`src/rtl/req_arb_pkg.sv`:
```
// Shared constants and types for the request arbiter that feeds the 4-to-2 encoder.
// The request count and index width are fixed by that encoder.
package req_arb_pkg;

    localparam int unsigned NUM_REQ = 4;
    localparam int unsigned IDX_W   = 2;
    localparam int unsigned CNT_W   = 8;

    typedef enum logic {
        StIdle,
        StGrant
    } arb_state_e;

    // Rotating pointer: the source after the one just served gets top priority.
    function automatic logic [IDX_W-1:0] ptr_after(input logic [IDX_W-1:0] idx);
        return idx + 1'b1;
    endfunction

endpackage

```
`src/rtl/rr_pick.sv`:
```
// Rotating-priority select: first set bit of pending scanning ptr, ptr+1, ... mod NUM_REQ.
module rr_pick
    import req_arb_pkg::*;
(
    input  logic [NUM_REQ-1:0] pending,
    input  logic [IDX_W-1:0]   ptr,
    output logic [NUM_REQ-1:0] onehot,
    output logic [IDX_W-1:0]   idx,
    output logic               any
);

    always_comb begin
        logic [IDX_W-1:0] cand;
        onehot = '0;
        idx    = '0;
        cand   = '0;
        any    = |pending;
        // Walk from lowest priority to highest so the highest-priority hit is written last.
        for (int i = int'(NUM_REQ) - 1; i >= 0; i--) begin
            cand = ptr + IDX_W'(i);
            if (pending[cand]) begin
                onehot       = '0;
                onehot[cand] = 1'b1;
                idx          = cand;
            end
        end
    end

endmodule

```
`src/rtl/req_onehot_arbiter.sv`:
```
// Round-robin arbiter capturing request pulses into a pending register and presenting one
// one-hot grant at a time, with a ready handshake and a grant-withdrawal timeout.
module req_onehot_arbiter
    import req_arb_pkg::*;
#(
    parameter int unsigned PTR_RESET   = 0,
    parameter int unsigned TIMEOUT_CYC = 15
) (
    input  logic               clk,
    input  logic               rst_n,
    input  logic [NUM_REQ-1:0] req_in,
    input  logic               ready_in,
    output logic [NUM_REQ-1:0] onehot_out,
    output logic               valid_out,
    output logic [NUM_REQ-1:0] pending_out,
    output logic               timeout_pulse
);

    arb_state_e         state_q;
    logic [NUM_REQ-1:0] pending_q;
    logic [NUM_REQ-1:0] onehot_q;
    logic               valid_q;
    logic               timeout_q;
    logic [IDX_W-1:0]   ptr_q;
    logic [IDX_W-1:0]   idx_q;
    logic [CNT_W-1:0]   cnt_q;

    logic               in_grant;
    logic               accept;
    logic               cnt_last;
    logic [NUM_REQ-1:0] clr;
    logic [NUM_REQ-1:0] pending_next;
    logic [IDX_W-1:0]   ptr_adv;
    logic [NUM_REQ-1:0] pick_pending;
    logic [IDX_W-1:0]   pick_ptr;
    logic [NUM_REQ-1:0] pick_onehot;
    logic [IDX_W-1:0]   pick_idx;
    logic               pick_any;

    always_comb begin
        in_grant     = (state_q == StGrant);
        accept       = in_grant & ready_in;
        clr          = accept ? onehot_q : '0;
        // A request landing on the bit being cleared survives: set wins.
        pending_next = (pending_q & ~clr) | req_in;
        ptr_adv      = ptr_after(idx_q);
        cnt_last     = (cnt_q == CNT_W'(TIMEOUT_CYC - 1));
        // IDLE picks from the registered pending; an accept picks the follow-on grant from
        // the post-clear pending with the advanced pointer, so back-to-back has no bubble.
        pick_pending = in_grant ? pending_next : pending_q;
        pick_ptr     = in_grant ? ptr_adv : ptr_q;
    end

    rr_pick u_rr_pick (
        .pending (pick_pending),
        .ptr     (pick_ptr),
        .onehot  (pick_onehot),
        .idx     (pick_idx),
        .any     (pick_any)
    );

    always_ff @(posedge clk or negedge rst_n) begin
        if (!rst_n) begin
            state_q   <= StIdle;
            pending_q <= '0;
            onehot_q  <= '0;
            valid_q   <= 1'b0;
            timeout_q <= 1'b0;
            ptr_q     <= IDX_W'(PTR_RESET);
            idx_q     <= '0;
            cnt_q     <= '0;
        end else begin
            pending_q <= pending_next;
            timeout_q <= 1'b0;
            case (state_q)
                StIdle: begin
                    if (pick_any) begin
                        onehot_q <= pick_onehot;
                        idx_q    <= pick_idx;
                        valid_q  <= 1'b1;
                        cnt_q    <= '0;
                        state_q  <= StGrant;
                    end
                end
                StGrant: begin
                    if (ready_in) begin
                        ptr_q <= ptr_adv;
                        if (pick_any) begin
                            onehot_q <= pick_onehot;
                            idx_q    <= pick_idx;
                            cnt_q    <= '0;
                        end else begin
                            onehot_q <= '0;
                            valid_q  <= 1'b0;
                            state_q  <= StIdle;
                        end
                    end else if (cnt_last) begin
                        // Withdraw the grant but keep the request pending for a later turn.
                        timeout_q <= 1'b1;
                        onehot_q  <= '0;
                        valid_q   <= 1'b0;
                        ptr_q     <= ptr_adv;
                        state_q   <= StIdle;
                    end else if (cnt_q != '1) begin
                        cnt_q <= cnt_q + 1'b1;
                    end
                end
                default: begin
                    state_q <= StIdle;
                end
            endcase
        end
    end

    assign onehot_out    = onehot_q;
    assign valid_out     = valid_q;
    assign pending_out   = pending_q;
    assign timeout_pulse = timeout_q;

    a_onehot0 : assert property (@(posedge clk) disable iff (!rst_n) $onehot0(onehot_q));
    a_valid   : assert property (@(posedge clk) disable iff (!rst_n) valid_q == (|onehot_q));

endmodule

```
`config.mk`:
```
export PLATFORM = sky130hd
export DESIGN_NAME = req_onehot_arbiter
export DESIGN_NICKNAME = d
export VERILOG_FILES = /design/src/rtl/req_arb_pkg.sv /design/src/rtl/rr_pick.sv /design/src/rtl/req_onehot_arbiter.sv
export SDC_FILE = /design/constraint.sdc
export NUM_CORES = 1
export LEC_CHECK = 0
export CORE_MARGIN = 4
export CORE_UTILIZATION = 51
export CTS_CLUSTER_DIAMETER = 30
export DETAILED_ROUTE_END_ITERATION = 8
export PLACE_DENSITY = 0.75
export SLEW_MARGIN = 5
export SYNTH_ARGS = -nofsm -noshare
export SYNTH_HDL_FRONTEND = slang
export SYNTH_HIERARCHICAL = 1
export SYNTH_SLANG_ARGS = --single-unit
```
`constraint.sdc`:
```
create_clock -name clk -period 3.78 [get_ports clk]
set_clock_uncertainty 0.2 [all_clocks]
set_input_delay 0.756 -clock clk [delete_from_list [all_inputs] [get_ports clk]]
set_output_delay 0.756 -clock clk [all_outputs]
set_load 0.1 [all_outputs]
```
-- After elaboration in Yosys (flattened, before gate mapping)
Index checks and enable logic that the tools add are counted.
- reduce and logical (&&, ||, !) cells: 10
- mux-type cells: 54
- add/subtract/negate cells: 5
- magnitude comparators: 8
- bitwise logic cells: 5
- eq/ne operators: 8
- operators by type and width (operator ; count):
    $mux 4 ; 10
    $mux 8 ; 4
    $mux 1 ; 18
    $mux 2 ; 9
    $pmux 8 s2 ; 1
    $lt 2x3->1 const B ; 4
    $add 8x1->8 const B ; 1
    $bmux 1 s2 ; 4
    $demux 1 s2 ; 4
    $eq 8x4->1 const B ; 1
    $ge 2x1->1 const B ; 4
    $ne 8x8->1 const B ; 1
    $pmux 4 s2 ; 1
    $ne 3x2->1 const B ; 2
    $ne 3x3->1 const B ; 2
    $reduce_and 2->1 ; 3
    $add 2x1->2 const B ; 2
    $add 2x2->2 const B ; 2
    $and 4x4->4 ; 1
    $logic_and 1x1->1 ; 4
    $ne 2x2->1 const B ; 2
    $not 4->4 ; 1
    $or 4x4->4 ; 1
    $pmux 1 s2 ; 2
    other kinds (6) ; 6
- output and inout bits: 10
- bits in registers: 23
- bits of input ports: 7

-- Depth between registers and ports, before layout
Gate-level depths: netlist of the first run.
- depth in word-level cells: 15
- mapped depth: 15
- mapped depth without buffers: 11

-- Modules after synthesis
Netlist of the first run, hierarchy kept.
- by module, submodules not included (module ; cells an instance ; seq. area each (um^2) ; times used ; area an instance (um^2)):
    req_onehot_arbiter ; 122 ; 575.6 ; 1 ; 1253.7
    rr_pick ; 67 ; 0.0 ; 1 ; 495.5

-- Worst setup path before layout of the first run
Ideal clock, no wire load.
- path kind: register to register
- from: register state_q, in the netlist in_grant
- to: register onehot_q[0], in the netlist onehot_out[0]
- setup time: 0.120 ns
- arrival: 3.309 ns
- clock period less this slack: 3.628 ns
- setup slack: 0.152 ns
- path buffers: 5
- cell stages (with the launch flop): 15
- data required time: 3.460 ns
- path through: dfrtp_1 > buf_4 > clkbuf_1 > mux2i_1 > buf_6 > buf_2 > inv_1 > ha_1 > clkbuf_1 > mux4_2 > a221oi_1 > a21oi_1 > mux2i_1 > o21ai_0 > a21o_1
- elaborated cells between the ends (all ways): 51
- classes of those cells: add/sub (3); order compare (8); eq/ne (2); mux (27); bitwise (5); reduce/logical (6)
- RTL lines (what ; line ; text):
    from (decl) ; req_onehot_arbiter.sv:19 ; arb_state_e state_q;
    from (signal assigned) ; req_onehot_arbiter.sv:64 ; state_q <= StIdle;
    from (signal assigned) ; req_onehot_arbiter.sv:82 ; state_q <= StGrant;
    from (signal assigned) ; req_onehot_arbiter.sv:95 ; state_q <= StIdle;
    $mux 2 (*) ; req_onehot_arbiter.sv:51 ; pick_ptr = in_grant ? ptr_adv : ptr_q;
    via pick_ptr[0] ; req_onehot_arbiter.sv:35 ; logic [IDX_W-1:0] pick_ptr;
    $add 2x2->2 ; rr_pick.sv:20 ; cand = ptr + IDX_W'(i);
    $lt 2x3->1 (implied by the code) or $ge 2x1->1 (tied branches) ; rr_pick.sv:23 ; onehot[cand] = 1'b1;
    $logic_and 1x1->1 (implied by the code) ; rr_pick.sv:23 ;
    $mux 1 (implied by the code) ; rr_pick.sv:23 ;
    $demux 1 s2 ; -- ;
    $mux 4 (3 in a row) ; rr_pick.sv:21 ; if (pending[cand]) begin
    $mux 4 (*) ; rr_pick.sv:21 ;
    via pick_onehot[0] ; req_onehot_arbiter.sv:36 ; logic [NUM_REQ-1:0] pick_onehot;
    $mux 4 ; req_onehot_arbiter.sv:88 ; if (pick_any) begin
    $mux 4 ; req_onehot_arbiter.sv:86 ; if (ready_in) begin
    $pmux 4 s2 (*) ; req_onehot_arbiter.sv:75 ; case (state_q)
    to (signal assigned) ; req_onehot_arbiter.sv:78 ; onehot_q <= pick_onehot;
    to (signal assigned) ; req_onehot_arbiter.sv:89 ; onehot_q <= pick_onehot;
    to (decl) ; req_onehot_arbiter.sv:21 ; logic [NUM_REQ-1:0] onehot_q;
The timed path passes the listed nets; every way through them passes the cells marked *. The select of a mux whose other input is x is not followed.
A chain may end at the register's enable or synchronous reset.

-- Final worst setup path of the first run
- from: input ready_in
- to: register onehot_q[2], in the netlist onehot_out[2]
- word-level cells in the longest chain between the ends: 15
- elaborated cells between the ends (all ways): 26
- classes of those cells: eq/ne (2); mux (18); bitwise (4); reduce/logical (2)
- RTL lines (what ; line ; text):
    from (decl) ; req_onehot_arbiter.sv:12 ; input logic ready_in,
    $and 1x1->1 (*) ; req_onehot_arbiter.sv:42 ; accept = in_grant & ready_in;
    $mux 4 (*) ; req_onehot_arbiter.sv:43 ; clr = accept ? onehot_q : '0;
    $not 4->4 (*) ; req_onehot_arbiter.sv:45 ; pending_next = (pending_q & ~clr) | req_in;
    $and 4x4->4 (*) ; req_onehot_arbiter.sv:45 ;
    $or 4x4->4 (*) ; req_onehot_arbiter.sv:45 ;
    via pending_next[1] ; req_onehot_arbiter.sv:32 ; logic [NUM_REQ-1:0] pending_next;
    $mux 4 (*) ; req_onehot_arbiter.sv:50 ; pick_pending = in_grant ? pending_next : pending_q;
    via pick_pending[1] ; req_onehot_arbiter.sv:34 ; logic [NUM_REQ-1:0] pick_pending;
    $bmux 1 s2 ; rr_pick.sv:21 ;
    $mux 1 (implied by the code) ; rr_pick.sv:21 ;
    $mux 4 (3 in a row) ; rr_pick.sv:21 ;
    $mux 4 (*) ; rr_pick.sv:21 ;
    via pick_onehot[2] ; req_onehot_arbiter.sv:36 ;
    $mux 4 ; req_onehot_arbiter.sv:88 ;
    $mux 4 ; req_onehot_arbiter.sv:86 ;
    $pmux 4 s2 (*) ; req_onehot_arbiter.sv:75 ;
Marked as above.

==> results.sh, run 1 <==
export IMPL_viasPerCell=6.087
export IMPL_syn_area_sq_mm=0.001749
export IMPL_yosys_warnings=6
export IMPL_syn_to_final_growth_pct=13.66
export IMPL_fp_dieH_microns=66.57
export IMPL_whs_ns=0.3366
export IMPL_switching_share=0.5153
export IMPL_drv_cap=0
export IMPL_grt_usage=0.2013
export IMPL_coreArea_sq_mm=0.003337
export IMPL_io_pins=17
export IMPL_status="complete, no violations"
export IMPL_wl_per_cell_microns=16.04
export IMPL_clkPwrFrac=0.079
export IMPL_cp_required_ns=3.85
export IMPL_finalPower_w=0.001489
export IMPL_ys_flop_type="dfrtp_1"
export IMPL_syn_area_per_cell_sq_um=9.255
export IMPL_p_comb_frac=0.685
export IMPL_fillers=303
export IMPL_dp_hpwl_microns=2999
export IMPL_totalWireLength_microns=4059
export IMPL_antenna_found_initial=0
export IMPL_synth_area_leaders="dfrtp_1 33%, ha_1 7.2%, mux2_2 5.8%, mux2i_1 4.6%, nor2_1 4.5%"
export IMPL_num_vias=1540
export IMPL_maxSlewViolCount=0
export IMPL_final_util=0.5958
export IMPL_max_slew_margin=0.3020
export IMPL_hold_class="reg -> reg"
export IMPL_fmax_ghz=0.2890
export IMPL_finalSetupViolCount=0
export IMPL_clock_sinks=23
export IMPL_p_seq_frac=0.236
export IMPL_grt_pass1_wl_microns=6955
export IMPL_preCtsSetupSlack_ns=-0.008393
export IMPL_power_per_cell_area_mw_per_mm2=748.7
export IMPL_cts_tree="yes"
export IMPL_diodes=0
export IMPL_dp_cells=249
export IMPL_worstPathMaxFanout=8
export IMPL_yosysSeqAreaShare=0.3290
export IMPL_instances_no_fill=253
export IMPL_leakage_nw=0.8308
export IMPL_rsz0062_at_grt="no"
export IMPL_async_flop_share=1.000
export IMPL_drive_above_1_share=0.1304
export IMPL_dr_pass1_iters=4
export IMPL_worst_pin_slew_ns=1.044
export IMPL_grt_pass1_vias=1480
export IMPL_grt_max_degree=24
export IMPL_htreeDepth=1
export IMPL_clock_path_buffers=2
export IMPL_yosys_area_top_type="dfrtp_1"
export IMPL_cts_buffers=3
export IMPL_finalWorstSetupSlack_ns=0.3195
export IMPL_port_buffers=16
export IMPL_internal_power_w=0.0007215
export IMPL_path_clk_slew_ns=0.13
export IMPL_cts_root_buf="clkbuf_4"
export IMPL_syn_inst=189
export IMPL_crit_arrival_ns=3.53
export IMPL_finalHoldViolations=0
export IMPL_cts_resized=0
export IMPL_end_kind="flop"
export IMPL_period_needed_ns=3.461
export IMPL_synth_edf_count=0
export IMPL_syn_num_nets=206
export IMPL_synth_top_area_share=0.3290
export IMPL_critPathKind="in -> reg"
export IMPL_rows=21
export IMPL_grt_overflow=0
export IMPL_synth_cell_types=47
export IMPL_die_w_microns=66.57
export IMPL_place_congestion=0.8691
export IMPL_ys_ff_latch=23
export IMPL_fin_nets=225
export IMPL_p_switching_w=0.0007670
export IMPL_drc=0
export IMPL_fin_crit_sh=0.9155
export IMPL_clkLatencyLatePin_ns=0.31
export IMPL_start_util=0.5242
export IMPL_postCtsHoldBufs=0
export IMPL_drt_initial_drc_count=145
export IMPL_irDropWorstVdd_uv=436.0
export IMPL_ant_nets=0
export IMPL_dieArea_sq_mm=0.004431
export IMPL_post_cts_buffers=0
export IMPL_start_kind="input pin"
## state kept, by name (all words and copies together), names as in the netlist
signal	flops
cnt_q	8
idx_q	2
in_grant	1
onehot_out	4
pending_out	4
ptr_q	2
timeout_pulse	1
valid_out	1
## cells in the final DEF, fill, tap and decap left out, drive strengths merged, types with 2 or more instances in the layout
cell type and count:
nor2 21, a41oi 2, and2 2, o21ai 13, mux2i 8, nor3 4, mux4 3, nand3 15
a311o 2, a21oi 8, nand2b 2, buf 7, nor4 3, a21o 8, dfrtp 23, ha 10
nand2 7, inv 10, o21a 2, or3 2, mux2 9, clkbuf 4, nor2b 3, clkdlybuf4s50 16
a311oi 2, a31oi 2, a221oi 4
## area by class of cell
| cell class | instances | area, sq um | share of cell area |
|---|---|---|---|
| well taps | 46 | 57.56 | 0.02895 |
| clock buffers | 4 | 26.28 | 0.01322 |
| inverters | 10 | 37.54 | 0.01888 |
| repair buffers | 23 | 212.7 | 0.1070 |
| multi-input cells | 147 | 1079 | 0.5425 |
| flip-flops and latches | 23 | 575.6 | 0.2895 |
## synthesized netlist by cell type (3+ instances only)
| cell type | n |
|---|---|
| a21o_1 | 8 |
| inv_1 | 10 |
| a21oi_1 | 8 |
| mux4_2 | 3 |
| ha_1 | 10 |
| mux2i_1 | 8 |
| nor3_1 | 3 |
| nand2_1 | 7 |
| mux2_2 | 9 |
| clkbuf_1 | 4 |
| nor4_1 | 3 |
| a221oi_1 | 4 |
| nand3_1 | 15 |
| o21ai_0 | 13 |
| nor2_1 | 21 |
| dfrtp_1 | 23 |
## final timing paths
check | startpoint | end | slack (ns) | depth (start not counted)
setup / recovery | ready_in | onehot_out[2]$_DFFE_PN0P_ | 0.32 | 12
setup reg to reg | in_grant$_DFF_PN0_ | onehot_out[2]$_DFFE_PN0P_ | 0.68 | 12
max in group asynchronous | rst_n | cnt_q[7]$_DFFE_PN0P_ | 1.97 | 1
hold reg to reg | idx_q[0]$_DFFE_PN0P_ | ptr_q[0]$_DFFE_PN0P_ | 0.34 | 1
min in group asynchronous | rst_n | valid_out$_DFFE_PN0P_ | 0.79 | 1
hold / removal | idx_q[0]$_DFFE_PN0P_ | ptr_q[0]$_DFFE_PN0P_ | 0.34 | 1
## critical path: stages
cell and delay (ns):
clkdlybuf4s50_1 0.62, nand3_1 0.13, a21o_1 0.20, mux2_2 0.33
mux4_2 0.50, buf_4 0.17, nor2_1 0.09, nand3_1 0.09
a21oi_1 0.27, mux2i_1 0.11, o21ai_0 0.16, a21o_1 0.10
## power by group through the flow
stage | Clock [W] | Combinational (W) | Sequential [W]
after global placement | 0 | 0.000978 | 0.000354
after floorplan | 0 | 0.000586 | 0.000545
after detailed placement | 0 | 0.00101 | 0.000357
after CTS | 0.000121 | 0.00101 | 0.000352
final | 0.000118 | 0.00102 | 0.000351
after global routing | 0.000128 | 0.00110 | 0.000360
## stage by stage
step             TNS, ns  cell area, sq um
2_1_floorplan          0              1749
3_3_place_gp           0              1962
3_5_place_dp   -0.008393              1962
4_1_cts                0              1988
5_1_grt                0              1988
6_report               0              1988
## metal layers
layer,GRT usage,vias to the layer above,wire length [microns]
met3,0.02024,4,146
li1,-,741,-
met1,0.2687,750,1802
met2,0.3317,45,2057
met5,0,-,0
met4,0.08122,0,53
## cell families after synthesis
kind of cell,Yosys count,share of synthesized area
AOI/OAI and AO/OA,52,0.2046
xor gates and xnor gates,1,0.005008
adders and majority gates,10,0.07153
buffers and inverters,19,0.05436
DFF,23,0.3290
muxes,20,0.1423
and+or+nand+nor,64,0.1931
Power figures use the tool's default switching activity.
==> run 2: changes to the inputs <==
CORE_UTILIZATION = 40   (was 51)
PLACE_DENSITY = default   (was 0.75)
PLACE_DENSITY_LB_ADDON = 0.15   (was default)
SETUP_SLACK_MARGIN = 0.2   (was default)
==> results.sh, run 2 (synthesized netlist as in run 1, its figures left out) <==
export IMPL_cts_buffers=3
export IMPL_status="complete, no violations"
export IMPL_grt_overflow=0
export IMPL_finalSetupViolCount=0
export IMPL_finalHoldViolations=0
export IMPL_dp_cells=260
export IMPL_maxSlewViolCount=0
export IMPL_htreeDepth=1
export IMPL_drt_initial_drc_count=74
export IMPL_drv_cap=0
export IMPL_path_clk_slew_ns=0.09
export IMPL_tns_ns=0
export IMPL_irDropWorstVdd_uv=528.5
export IMPL_drc=0
export IMPL_rsz0062_at_grt="no"
export IMPL_clock_sinks=23
export IMPL_fillers=375
export IMPL_crit_arrival_ns=3.11
export IMPL_diodes=0
export IMPL_instances_no_fill=264
export IMPL_hold_class="reg -> reg"
export IMPL_critPathKind="in -> reg"
export IMPL_dp_hpwl_microns=3295
export IMPL_cts_root_buf="clkbuf_8"
export IMPL_max_slew_margin=0.2950
export IMPL_power_per_cell_area_mw_per_mm2=746.8
export IMPL_die_w_microns=74.13
export IMPL_place_congestion=0.8518
export IMPL_clock_path_buffers=2
export IMPL_syn_to_final_growth_pct=18.46
export IMPL_io_pins=17
export IMPL_end_kind="flop"
export IMPL_coreArea_sq_mm=0.004115
export IMPL_num_vias=1562
export IMPL_clkLatencyLatePin_ns=0.27
export IMPL_ant_nets=0
export IMPL_grt_pass1_vias=1615
export IMPL_fmax_ghz=0.3173
export IMPL_period_needed_ns=3.151
export IMPL_largest_reg_flops=8
export IMPL_rows=23
export IMPL_leakage_nw=0.8782
export IMPL_final_cell_mix="23 x dfrtp_1, 21 x nor2_1, 15 x nand3_1, 15 x clkdlybuf4s50_1, 14 x buf_4"
export IMPL_cts_tree="yes"
export IMPL_grt_pass1_wl_microns=7334
export IMPL_totalWireLength_microns=4320
export IMPL_dieArea_sq_mm=0.005495
export IMPL_final_common_cell="dfrtp_1"
export IMPL_start_util=0.4251
export IMPL_wl_per_cell_microns=16.36
export IMPL_post_cts_buffers=0
export IMPL_cp_required_ns=3.74
export IMPL_fin_crit_sh=0.8337
export IMPL_port_buffers=16
export IMPL_grt_max_degree=24
export IMPL_fp_dieH_microns=74.13
export IMPL_fin_nets=232
export IMPL_top_register="cnt_q"
export IMPL_drive_above_1_share=0.1682
export IMPL_worstPathMaxFanout=5
export IMPL_worst_pin_slew_ns=1.054
export IMPL_grt_usage=0.1723
export IMPL_antenna_found_initial=0
export IMPL_viasPerCell=5.917
export IMPL_start_kind="input pin"
export IMPL_dr_pass1_iters=4
run 2: cell count changes in the layout (fill, tap and decap cells not counted), sizes merged:
cell,change
clkbuf,-1
clkinv,+1
dlymetal6s2s,+1
clkdlybuf4s50,-1
buf,+7
run 2: per-stage QoR:
step / hold WS [ns] / util / area [sq um] / setup slack (ns) / power, W
final: 0.3244 / 0.5035 / 2072 / 0.6288 / 0.001547
after detailed placement: 0.3092 / 0.4916 / 2023 / 0.03233 / 0.001391
after global routing: 0.3632 / 0.5035 / 2072 / 0.5015 / 0.001673
after global placement: 0.3044 / 0.4916 / 2023 / 0.1090 / 0.001356
after floorplan: 0.2604 / - / 1753 / 0.2077 / 0.001135
after CTS: 0.3370 / 0.5029 / 2069 / 0.3203 / 0.001554
run 2: path summary, 6_finish.rpt:
kind / start / endpoint / slack (ns) / cells after the start
worst max-delay path: req_in[0] / onehot_out[0]$_DFFE_PN0P_ / 0.63 / 10
worst min-delay path: valid_out$_DFFE_PN0P_ / valid_out$_DFFE_PN0P_ / 0.32 / 1
worst max register to register: idx_q[0]$_DFFE_PN0P_ / onehot_out[0]$_DFFE_PN0P_ / 0.72 / 11
worst min register to register: valid_out$_DFFE_PN0P_ / valid_out$_DFFE_PN0P_ / 0.32 / 1
max in group asynchronous: rst_n / onehot_out[1]$_DFFE_PN0P_ / 1.89 / 1
min in group asynchronous: rst_n / cnt_q[3]$_DFFE_PN0P_ / 0.85 / 1
run 2: critical path, stage by stage:
cell	delay, ns
clkdlybuf4s50_1	0.41
a21o_1	0.17
mux2_2	0.31
mux4_2	0.48
nor2b_4	0.16
a221oi_1	0.29
a21oi_1	0.14
mux2i_1	0.15
o21ai_0	0.10
a21o_1	0.15
run 2: cell type report:
type	count	area, sq um	area share
repair buffers	30	267.8	0.1292
well taps	50	62.56	0.03019
flip-flops and latches	23	575.6	0.2778
clock inverters	1	5.005	0.002415
multi-input cells	147	1082	0.5223
clock buffers	3	41.29	0.01993
inverters	10	37.54	0.01812
run 2: report_power, final:
part	switching (W)	total [W]	internal [W]
Sequential	0.0000486	0.000350	0.000301
Clock	0.0000825	0.000156	0.0000737
Combinational	0.000650	0.00104	0.000391
Total	0.000781	0.00155	0.000766
run 2: what timing repair did:
action	CTS	global route
hold buffers	0	0
gates resized for setup	0	1
endpoints found under the setup margin	0	4
run 2: routing by layer:
layer / global-route usage / routed length [microns] / share of wire
met1: 0.1938 / 1903 / 0.44
met2: 0.3100 / 2210 / 0.51
met3: 0.03919 / 123 / 0.028
met4: 0.07445 / 83 / 0.019
met5: 0 / 0 / 0
